==> config.mk <==
export PLATFORM = sky130hd
export DESIGN_NAME = fp_to_int
export DESIGN_NICKNAME = d
export VERILOG_FILES = /design/src/rtl/fp_to_int.sv
export SDC_FILE = /design/constraint.sdc
export NUM_CORES = 1
export LEC_CHECK = 0
export CORE_MARGIN = 8
export CORE_UTILIZATION = 58
export DETAILED_ROUTE_END_ITERATION = 12
export PLACE_DENSITY = 0.88
export SYNTH_ARGS = -nofsm -noshare
export SYNTH_HDL_FRONTEND = slang
export SYNTH_SLANG_ARGS = --single-unit
==> constraint.sdc <==
create_clock -name clk -period 3.5 [get_ports clk]
set_input_delay 0.7 -clock clk [delete_from_list [all_inputs] [get_ports clk]]
set_output_delay 0.7 -clock clk [all_outputs]
set_load 0.1 [all_outputs]
==> src/rtl/fp_to_int.sv <==
// IEEE 754 single-precision to signed 32-bit integer converter, truncating toward zero.
// Iterative: one bit of alignment shift per cycle, valid/ready on both sides.
module fp_to_int (
   input  logic        clk,
   input  logic        rst,
   input  logic        in_valid,
   output logic        in_ready,
   input  logic [31:0] in_data,
   output logic        out_valid,
   input  logic        out_ready,
   output logic [31:0] out_data,
   output logic        out_invalid,
   output logic        out_inexact
);

   typedef enum logic [1:0] {StIdle, StShift, StDone} state_e;

   state_e      state_q, state_d;
   logic        sign_q, sign_d;
   logic [31:0] mag_q, mag_d;
   logic [4:0]  cnt_q, cnt_d;
   logic        left_q, left_d;
   logic        inexact_q, inexact_d;
   logic        invalid_q, invalid_d;
   logic        special_q, special_d;
   logic        sat_pos_q, sat_pos_d;
   logic [31:0] out_data_q, out_data_d;
   logic        out_invalid_q, out_invalid_d;
   logic        out_inexact_q, out_inexact_d;

   logic [7:0]  exp_f;
   logic [22:0] frac_f;
   logic [31:0] mant;

   assign exp_f  = in_data[30:23];
   assign frac_f = in_data[22:0];
   assign mant   = {8'd0, 1'b1, frac_f};

   always_comb begin
      state_d       = state_q;
      sign_d        = sign_q;
      mag_d         = mag_q;
      cnt_d         = cnt_q;
      left_d        = left_q;
      inexact_d     = inexact_q;
      invalid_d     = invalid_q;
      special_d     = special_q;
      sat_pos_d     = sat_pos_q;
      out_data_d    = out_data_q;
      out_invalid_d = out_invalid_q;
      out_inexact_d = out_inexact_q;

      unique case (state_q)
         StIdle: begin
            if (in_valid) begin
               state_d   = StShift;
               sign_d    = in_data[31];
               mag_d     = 32'd0;
               cnt_d     = 5'd0;
               left_d    = 1'b0;
               inexact_d = 1'b0;
               invalid_d = 1'b0;
               special_d = 1'b0;
               sat_pos_d = 1'b0;
               if (exp_f == 8'd255) begin
                  // NaN always maps to the negative limit; infinity saturates by sign
                  special_d = 1'b1;
                  invalid_d = 1'b1;
                  sat_pos_d = (frac_f == 23'd0) && !in_data[31];
               end else if (exp_f >= 8'd158) begin
                  special_d = 1'b1;
                  invalid_d = (in_data != 32'hCF00_0000);
                  sat_pos_d = !in_data[31];
               end else if (exp_f >= 8'd150) begin
                  mag_d  = mant;
                  left_d = 1'b1;
                  cnt_d  = 5'(exp_f - 8'd150);
               end else if (exp_f >= 8'd127) begin
                  mag_d = mant;
                  cnt_d = 5'(8'd150 - exp_f);
               end else begin
                  inexact_d = (exp_f != 8'd0) || (frac_f != 23'd0);
               end
            end
         end
         StShift: begin
            if (cnt_q != 5'd0) begin
               cnt_d = cnt_q - 5'd1;
               if (left_q) begin
                  mag_d = {mag_q[30:0], 1'b0};
               end else begin
                  mag_d     = {1'b0, mag_q[31:1]};
                  inexact_d = inexact_q | mag_q[0];
               end
            end else begin
               if (special_q) begin
                  out_data_d = sat_pos_q ? 32'h7FFF_FFFF : 32'h8000_0000;
               end else begin
                  out_data_d = sign_q ? (32'd0 - mag_q) : mag_q;
               end
               out_invalid_d = invalid_q;
               out_inexact_d = inexact_q;
               state_d       = StDone;
            end
         end
         StDone: begin
            if (out_ready) state_d = StIdle;
         end
         default: state_d = StIdle;
      endcase
   end

   always_ff @(posedge clk) begin
      if (rst) begin
         state_q       <= StIdle;
         sign_q        <= 1'b0;
         mag_q         <= 32'd0;
         cnt_q         <= 5'd0;
         left_q        <= 1'b0;
         inexact_q     <= 1'b0;
         invalid_q     <= 1'b0;
         special_q     <= 1'b0;
         sat_pos_q     <= 1'b0;
         out_data_q    <= 32'd0;
         out_invalid_q <= 1'b0;
         out_inexact_q <= 1'b0;
      end else begin
         state_q       <= state_d;
         sign_q        <= sign_d;
         mag_q         <= mag_d;
         cnt_q         <= cnt_d;
         left_q        <= left_d;
         inexact_q     <= inexact_d;
         invalid_q     <= invalid_d;
         special_q     <= special_d;
         sat_pos_q     <= sat_pos_d;
         out_data_q    <= out_data_d;
         out_invalid_q <= out_invalid_d;
         out_inexact_q <= out_inexact_d;
      end
   end

   assign in_ready    = (state_q == StIdle);
   assign out_valid   = (state_q == StDone);
   assign out_data    = out_data_q;
   assign out_invalid = out_invalid_q;
   assign out_inexact = out_inexact_q;

endmodule

# Word-level counts from Yosys, hierarchy flattened
# Cells that the tools add are included.
# totals
out_inout_bits	36
memories	0
reg_bits	79
latchBits	0
romBits	0
mem_bits_rw	0
# classes
n_addsub	4
n_div	0
n_bitwise	2
order_cmp	3
eq_ne	9
muxes	39
multipliers	0
n_reduce_logical	14
shift	0
# op_table
op	n
two-way mux 32 bit	6
two-way mux 24 bit	4
one-hot mux 32 bit (2 select lines)	1
inequality test 32 bit, second input constant	1
subtractor 1 x 32 -> 32 bit, first input constant	1
two-way mux 5 bit	6
logical NOT 23 bit	1
nonzero test 23 bit	1
greater-or-equal comparator 8 bit, second input constant	2
two-way mux 1 bit	16
one-hot mux 5 bit (2 select lines)	1
equality test 8 bit, second input constant	1
greater-or-equal comparator 8 x 7 -> 1 bit, second input constant	1
inequality test 2 bit, second input constant	4
nonzero test 8 bit	1
two-way mux 2 bit	3
one-hot mux 2 bit (3 select lines)	1
AND reduction 3 bit	2
nonzero test 5 bit	1
subtractor 5 x 1 -> 5 bit, second input constant	1
subtractor 5 bit, first input constant	1
subtractor 5 bit, second input constant	1
AND reduction 2 bit	2
AND reduction 4 bit	1
other kinds (11)	11

# Depth between registers and ports, before layout
# Gate-level depths: netlist of the first run.
# logic_depth
depth_word	8
mapped_depth	9
depth_no_buf	8

# Worst setup path before layout of the first run
# No wires, ideal clock.
# synth_timing
path_type	register to register
startpoint	register state_q[0]
endpoint	register mag_q[12]
path_buffers	2
arrival_ps	2846
path_slack_ps	576
path_stages_with_launch	8
required_time_ps	3422
period_less_slack_ps	2924
path_cell_list	dfxtp_1 > nor2_1 > nand2_1 > o21ai_1 > clkbuf_1 > clkbuf_1 > nor2_1 > nor3_1
# synth_via
elab_chain_len	3
# synth_lines
item	line_no	rtl
start, declared	18	state_e state_q, state_d;
start signal, assigned	115	state_q <= StIdle;
start signal, assigned	128	state_q <= state_d;
logical NOT 2 bit *	--	
named net in_ready	7	output logic in_ready,
inequality test 2 bit (no line) or nonzero test 2 bit (tied branches)	--	
AND reduction 3 bit (no line)	--	
end signal, assigned	130	mag_q <= mag_d;
end, declared	20	logic [31:0] mag_q, mag_d;
# Mark *: on every way through the listed nets, which the timed path passes. The rest lies on a longest branch.
# A chain may end at the register's enable or synchronous reset.

# Worst setup path in the final report of the first run
# layout_timing
startpoint	input port in_data[24]
endpoint	register mag_q[15]
# layout_via
elab_chain_len	7
# layout_lines
item	line_no	rtl
start, declared	8	input logic [31:0] in_data,
greater-or-equal comparator 8 x 7 -> 1 bit	78	end else if (exp_f >= 8'd127) begin
two-way mux 24 bit	78	
two-way mux 24 bit	74	end else if (exp_f >= 8'd150) begin
two-way mux 24 bit	70	end else if (exp_f >= 8'd158) begin
two-way mux 24 bit *	65	if (exp_f == 8'd255) begin
two-way mux 32 bit *	55	if (in_valid) begin
one-hot mux 32 bit (2 select lines) *	53	unique case (state_q)
# Every way passes the cells marked *; elsewhere a longest branch is shown, timed or not. The select of a mux whose other input is x is not followed.

==> results of run 1 <==
==> layout make-up <==
class	instances	area (um2)	area share, %
multi-input cells	449	2750	50.2
well taps	102	128	2.33
flip-flops and latches	79	1580	28.8
clock inverters	5	41.3	0.752
clock buffers	11	151	2.76
repair buffers	84	798	14.5
inverters	9	33.8	0.616
==> registers in the layout, summed over array words and instances (netlist names), 2 cells and up <==
name and count:
state_q 2, mag_q 32, cnt_q 5, out_data 32
==> critical path, delay by kind of cell <==
family / cells / cell delay [ns]
AND/OR/NAND/NOR: 4 / 0.93
AO/OA/AOI/OAI: 1 / 0.10
adder cells (fa/ha/maj): 1 / 0.21
multiplexers: 1 / 0.22
buffers and inverters: 2 / 0.90
==> synth_stat cells (all sizes together) (3+ instances only) <==
| master | instances | area share, % |
|---|---|---|
| o211ai | 6 | 0.99 |
| o31ai | 12 | 2.1 |
| nor3 | 45 | 4.9 |
| or3 | 5 | 0.69 |
| xnor2 | 26 | 5.0 |
| a211oi | 8 | 1.3 |
| clkbuf | 42 | 3.5 |
| dfxtp | 79 | 35 |
| nor4 | 11 | 1.8 |
| nand2 | 59 | 4.9 |
| buf | 7 | 0.82 |
| or2 | 4 | 0.55 |
| ha | 9 | 2.5 |
| o21ai | 50 | 5.5 |
| or4 | 3 | 0.66 |
| o41ai | 8 | 1.7 |
| xor2 | 4 | 0.77 |
| nand2b | 8 | 1.1 |
| a21oi | 63 | 7.0 |
| mux2i | 30 | 6.6 |
| a221o | 4 | 0.88 |
| inv | 9 | 0.74 |
| nor2 | 49 | 4.0 |
| nand4 | 4 | 0.55 |
| a31oi | 3 | 0.41 |
| nand3 | 8 | 0.88 |
==> cells by family after synthesis <==
family          Yosys count
compound gates          176
xor+xnor                 30
fa+ha+maj                 9
buf+inv                  58
flops                    79
mux                      31
simple gates            203
==> metrics by stage <==
step                area (um2)  hold WS (ns)  setup slack (ns)
global placement          5300         0.424             0.617
floorplan                 4560         0.432             0.576
CTS                       5490         0.440             0.794
global route              5490         0.473             0.648
detailed placement        5300         0.430             0.440
finish                    5490         0.440             0.733
==> power by group through the flow <==
stage | Combinational [mW] | Clock (mW) | Sequential (mW)
2_1_floorplan | 0.713 | 0 | 1.35
3_3_place_gp | 1.18 | 0 | 1.16
3_5_place_dp | 1.21 | 0 | 1.17
4_1_cts | 1.21 | 0.665 | 1.15
5_1_grt | 1.32 | 0.710 | 1.17
6_report | 1.22 | 0.659 | 1.15
==> placed cells by master (no fill, tap or decap), drive strengths merged, types with 2 or more instances in the layout <==
| cell type | instances |
|---|---|
| a211oi | 8 |
| a21oi | 63 |
| a221o | 4 |
| a221oi | 2 |
| a311oi | 2 |
| a31oi | 3 |
| a32oi | 2 |
| buf | 16 |
| clkbuf | 11 |
| clkdlybuf4s50 | 68 |
| clkinv | 2 |
| clkinvlp | 2 |
| dfxtp | 79 |
| ha | 9 |
| inv | 10 |
| mux2i | 30 |
| nand2 | 59 |
| nand2b | 8 |
| nand3 | 8 |
| nand4 | 4 |
| nor2 | 49 |
| nor2b | 2 |
| nor3 | 45 |
| nor4 | 11 |
| o211a | 2 |
| o211ai | 6 |
| o21a | 2 |
| o21ai | 50 |
| o31ai | 12 |
| o32ai | 2 |
| o41ai | 8 |
| or2 | 4 |
| or3 | 5 |
| or4 | 3 |
| xnor2 | 26 |
| xor2 | 4 |
==> how the worst min path moves through the flow <==
stage,start,to,slack (ns),depth (start not counted)
finish,out_data[30],out_data[30],0.44,2
CTS,out_data[25],out_data[25],0.44,2
floorplan,invalid_q,out_invalid,0.43,2
global placement,out_data[19],out_data[19],0.42,2
detailed placement,out_data[25],out_data[25],0.43,2
global route,out_data[8],out_data[8],0.47,2
==> metal layers <==
layer	vias to the layer above	part of all wire (%)	global-route usage, %
met4	0	2.6	10.2
met5	-	0	0
li1	2205	-	-
met2	200	48	36.9
met3	31	7.8	5.59
met1	2158	41	27.5
==> metrics.txt, run 1 <==
Hold WC Path Type flop to flop; Critical Path End mag_q[15]; Yosys cell types between 50 and 60; pwr dens about 550 mW/mm2; Skew-Pair Late Insertion Delay around 0.37 ns; number of setup buffers added after CTS 0; #FFs+latches synth 79; Area Overhead vs Synth 20.3%; status finished, final reports clean; maxcap violations 0; width of the die between 100 and 150 um; sequential-to-total area share from yosys stat 34.7%; post-route insts no fill 739; CP arrival a little over 3 ns; 1st-pass router iterations 5; Layout fillers between 600 and 700; via count ~4.6k; number of global-route vias before repair 4190; r2r startpoint cnt_q[0]; first-pass GRT wire length between 20000 and 25000 um; NetSw 1.33 mW; Least-Margin Pin Slew approximately 1.1 ns; CP Launch Point in_data[24]; initial antenna violation count 0; GRT Util Overall between 20% and 30%; IO Count between 70 and 80; Syn Nets roughly 630; Switching Share 43.9%; placed wire-length estimate about 9100 um; Clock Pin Slew Worst Setup and Hold Paths about 0.09 ns; remaining antenna violation count after routing 0; Final Setup Violations 0; Power Total around 3 mW; CTS root buffer clkbuf_8; PortBufs 71; power share of the combinational group just over 40%; Routed wire per std cell about 17 um; Iteration-0 DRC Markers around 500; Clk pwr share approximately 22%; Initial Util about three fifths; final hold vios 0; Max FO, Critical Path 12; Total Wirelength approximately 13000 um; total grt overflow 0; crit path kind primary input to flop; post-CTS sizing 0; Synth Area in Compound Gates between 20 and 25%; Mapped Area 0.00456 mm2; Clock Path Buffers 2; mux contribution to synthesized area 6.83%; Seq pwr share 38.0%; r2r setup slk 0.86 ns; Final min period roughly 2.8 ns; reg2reg end mag_q[15]; asr flop ratio synth 0%; fraction of the mapped netlist area in adder cells between 2 and 2.5%; # rows 32; CP startpoint kind primary input; Relative slew margins about a quarter; Int Pwr approximately 1.7 mW; syn_area_per_cell 7.78 um2; CTS Hold Buffers Added 0; post-synthesis simple-gate area fraction between 20% and 30%; Fmax roughly 360 MHz; Nets around 680; CTS Buf Count 9; layout cells sized above 1 7.22%; Final GP Congestion about 0.90; Diodes inserted 0; Top FF cell, synth dfxtp_1; pin count of the biggest net entering global routing 45; Worst path max stage delay around 0.64 ns; largest family of logic cells by synthesized area compound AO/OA/AOI/OAI gates; drt via density roughly 6.2; Die Height ~100 um; Leakage Power approximately 1.9 nW; Die Area 0.0110 mm2; Post-synth EDFFs 0; crit end category flop; clock skew approximately 0.010 ns; total number of yosys warnings 0; Layout Utilization a little under three quarters; post-synthesis xor/xnor area fraction 5.76%; slowest CP cell clkdlybuf4s50_1; RSZ-0062 raised after global routing no; Setup Total Neg Slack 0 ns; final slew viol count 0; maximum VDD drop 254 uV; Cells after Synth roughly 600; Critical Path, Cell by Cell clkdlybuf4s50_1 -> ha_1 -> nand4_1 -> nor2_1 -> mux2_2 -> and3_1 -> buf_4 -> a21oi_1 -> nor3_1; dpl cells just over 700; Reg2Reg Depth 9; H-tree depth 3; core box area 0.00769 mm2; TritonCTS clock tree built; DRC Markers 0; post-route clock period utilization slightly below 80%; Req. time, crit path 3.79 ns; CTS Sinks 79
Note: power is estimated with default switching activity, not from simulation.
==> run 2, diff against run 1 <==
--- a/config.mk
+++ b/config.mk
@@ -6,9 +6,9 @@
 export NUM_CORES = 1
 export LEC_CHECK = 0
 export CORE_MARGIN = 8
-export CORE_UTILIZATION = 58
+export CORE_UTILIZATION = 49
 export DETAILED_ROUTE_END_ITERATION = 12
-export PLACE_DENSITY = 0.88
+export PLACE_DENSITY = 0.8
 export SYNTH_ARGS = -nofsm -noshare
 export SYNTH_HDL_FRONTEND = slang
 export SYNTH_SLANG_ARGS = --single-unit
==> constraint.sdc (replaced) <==
create_clock -name clk -period 2.5 [get_ports clk]
set_input_delay 0.5 -clock clk [delete_from_list [all_inputs] [get_ports clk]]
set_output_delay 0.5 -clock clk [all_outputs]
set_load 0.1 [all_outputs]
==> metrics.txt, run 2 (same netlist as run 1, synthesis figures left out) <==
crit end category flop; number of global-route vias before repair approximately 4.4k; Clock Path Buffers 2; CTS Sinks just under 80; Worst path max stage delay 0.62 ns; first-pass GRT wire length between 20000 and 25000 um; Initial Util between 40% and 50%; PortBufs 71; CP arrival between 2 and 3 ns; Fmax ~430 MHz; Relative slew margins a little under half; RSZ-0062 raised after global routing no; Final GP Congestion 0.906; pin count of the biggest net entering global routing 56; TritonCTS clock tree built; Clock Pin Slew Worst Setup and Hold Paths ~0.080 ns; via count 4586; Nets roughly 700; IO Count between 70 and 80; post-CTS sizing 0; Skew-Pair Late Insertion Delay around 0.36 ns; Leakage Power about 2.1 nW; slowest CP cell nor4_1; GRT Util Overall between 20 and 25%; most frequent cells in the layout 78 x dfxtp_1, 73 x buf_4, 62 x a21oi_1; Req. time, crit path between 2 and 3 ns; CTS root buffer clkbuf_8; Total Wirelength 13000 um; Area Overhead vs Synth 23.8%; CP startpoint kind flop; crit path buf inv count 0; Post-Layout Inst Area 0.00565 mm2; layout cells sized above 1 roughly 16%; Iteration-0 DRC Markers about 390; CTS Hold Buffers Added 0; H-tree depth 3; Hold WC Path Type flop to flop; Die Area around 0.013 mm2; r2r setup slk 0.19 ns; width of the die approximately 110 um; Critical Path, Cell by Cell nor4_1 -> nand3_1 -> or2_1 -> o41ai_1 -> xor2_1 -> a221oi_1; Routed wire per std cell between 15 and 20 um; maxcap violations 0; placed wire-length estimate roughly 9700 um; final slew viol count 0; crit path kind flop to flop; initial antenna violation count 0; Die Height approximately 110 um; remaining antenna violation count after routing 0; drt via density roughly 6; Final min period 2.31 ns; commonest non-fill, non-tap cell in the layout dfxtp_1; clock skew between 0.01 and 0.015 ns; Diodes inserted 0; core box area approximately 0.0092 mm2; status finished, final reports clean; pwr dens a little under 800 mW/mm2; post-route clock period utilization 92.4%; Setup Total Neg Slack 0 ns; # rows 35; Max FO, Critical Path 2; DRC Markers 0; placed inst area approximately 0.0054 mm2; cell family with most CP delay simple AND/OR/NAND/NOR gates; final hold vios 0; Layout fillers just under 800; total grt overflow 0; Least-Margin Pin Slew around 0.81 ns; number of setup buffers added after CTS 0; Final Setup Violations 0; CTS Buf Count 9; 1st-pass router iterations 5; maximum VDD drop 395 uV
run 2: cell types whose count changed in the layout (fill, tap and decap cells not counted), moves of 2 or more:
cell / change
bufinv_16: +2
buf_4: +58
clkbuf_8: -2
clkdlybuf4s50_1: -34
run 2: final timing paths:
kind,from,end,depth (start not counted)
worst max-delay path,mag_q[14],out_data[31],6
worst min-delay path,out_data[8],out_data[8],2
worst max register to register,mag_q[14],out_data[31],6
worst min register to register,out_data[8],out_data[8],2
run 2: layer usage:
layer | vias to the layer above | GRT usage (%) | share of wire, %
li1 | 2270 | - | -
met1 | 2115 | 24.5 | 43
met2 | 169 | 32.9 | 48
met3 | 32 | 4.78 | 6.7
met4 | 0 | 9.17 | 3.2
met5 | - | 0 | 0
run 2: final cells by class:
type | count | area, um2 | area share [%]
repair buffers | 109 | 913 | 16.2
clock inverters | 6 | 93.8 | 1.66
multi-input cells | 449 | 2760 | 48.8
flip-flops and latches | 79 | 1580 | 28.0
inverters | 9 | 33.8 | 0.598
well taps | 111 | 139 | 2.46
clock buffers | 10 | 128 | 2.26
run 2: tightest hold or removal path: cells and delay by family, from the launching register on:
kind	cells	cell delay [ns]
AND/OR/NAND/NOR	2	0.09
flip-flops	1	0.32
run 2: power breakdown:
| part | switching [mW] | leakage, nW | internal (mW) |
|---|---|---|---|
| Combinational | 1.24 | 1.34 | 0.623 |
| Sequential | 0.152 | 0.645 | 1.41 |
| Clock | 0.497 | 0.107 | 0.570 |
run 2: through the flow:
step	std cells	hold WS (ns)	setup slack [ns]	util [%]	power (mW)
2_1_floorplan	586	0.432	0.134	-	2.89
3_3_place_gp	757	0.429	0.0624	59.3	3.37
3_5_place_dp	757	0.435	0.0241	59.3	3.42
4_1_cts	773	0.446	0.208	61.7	4.48
5_1_grt	773	0.463	0.0595	61.7	4.72
6_report	773	0.445	0.191	61.7	4.49
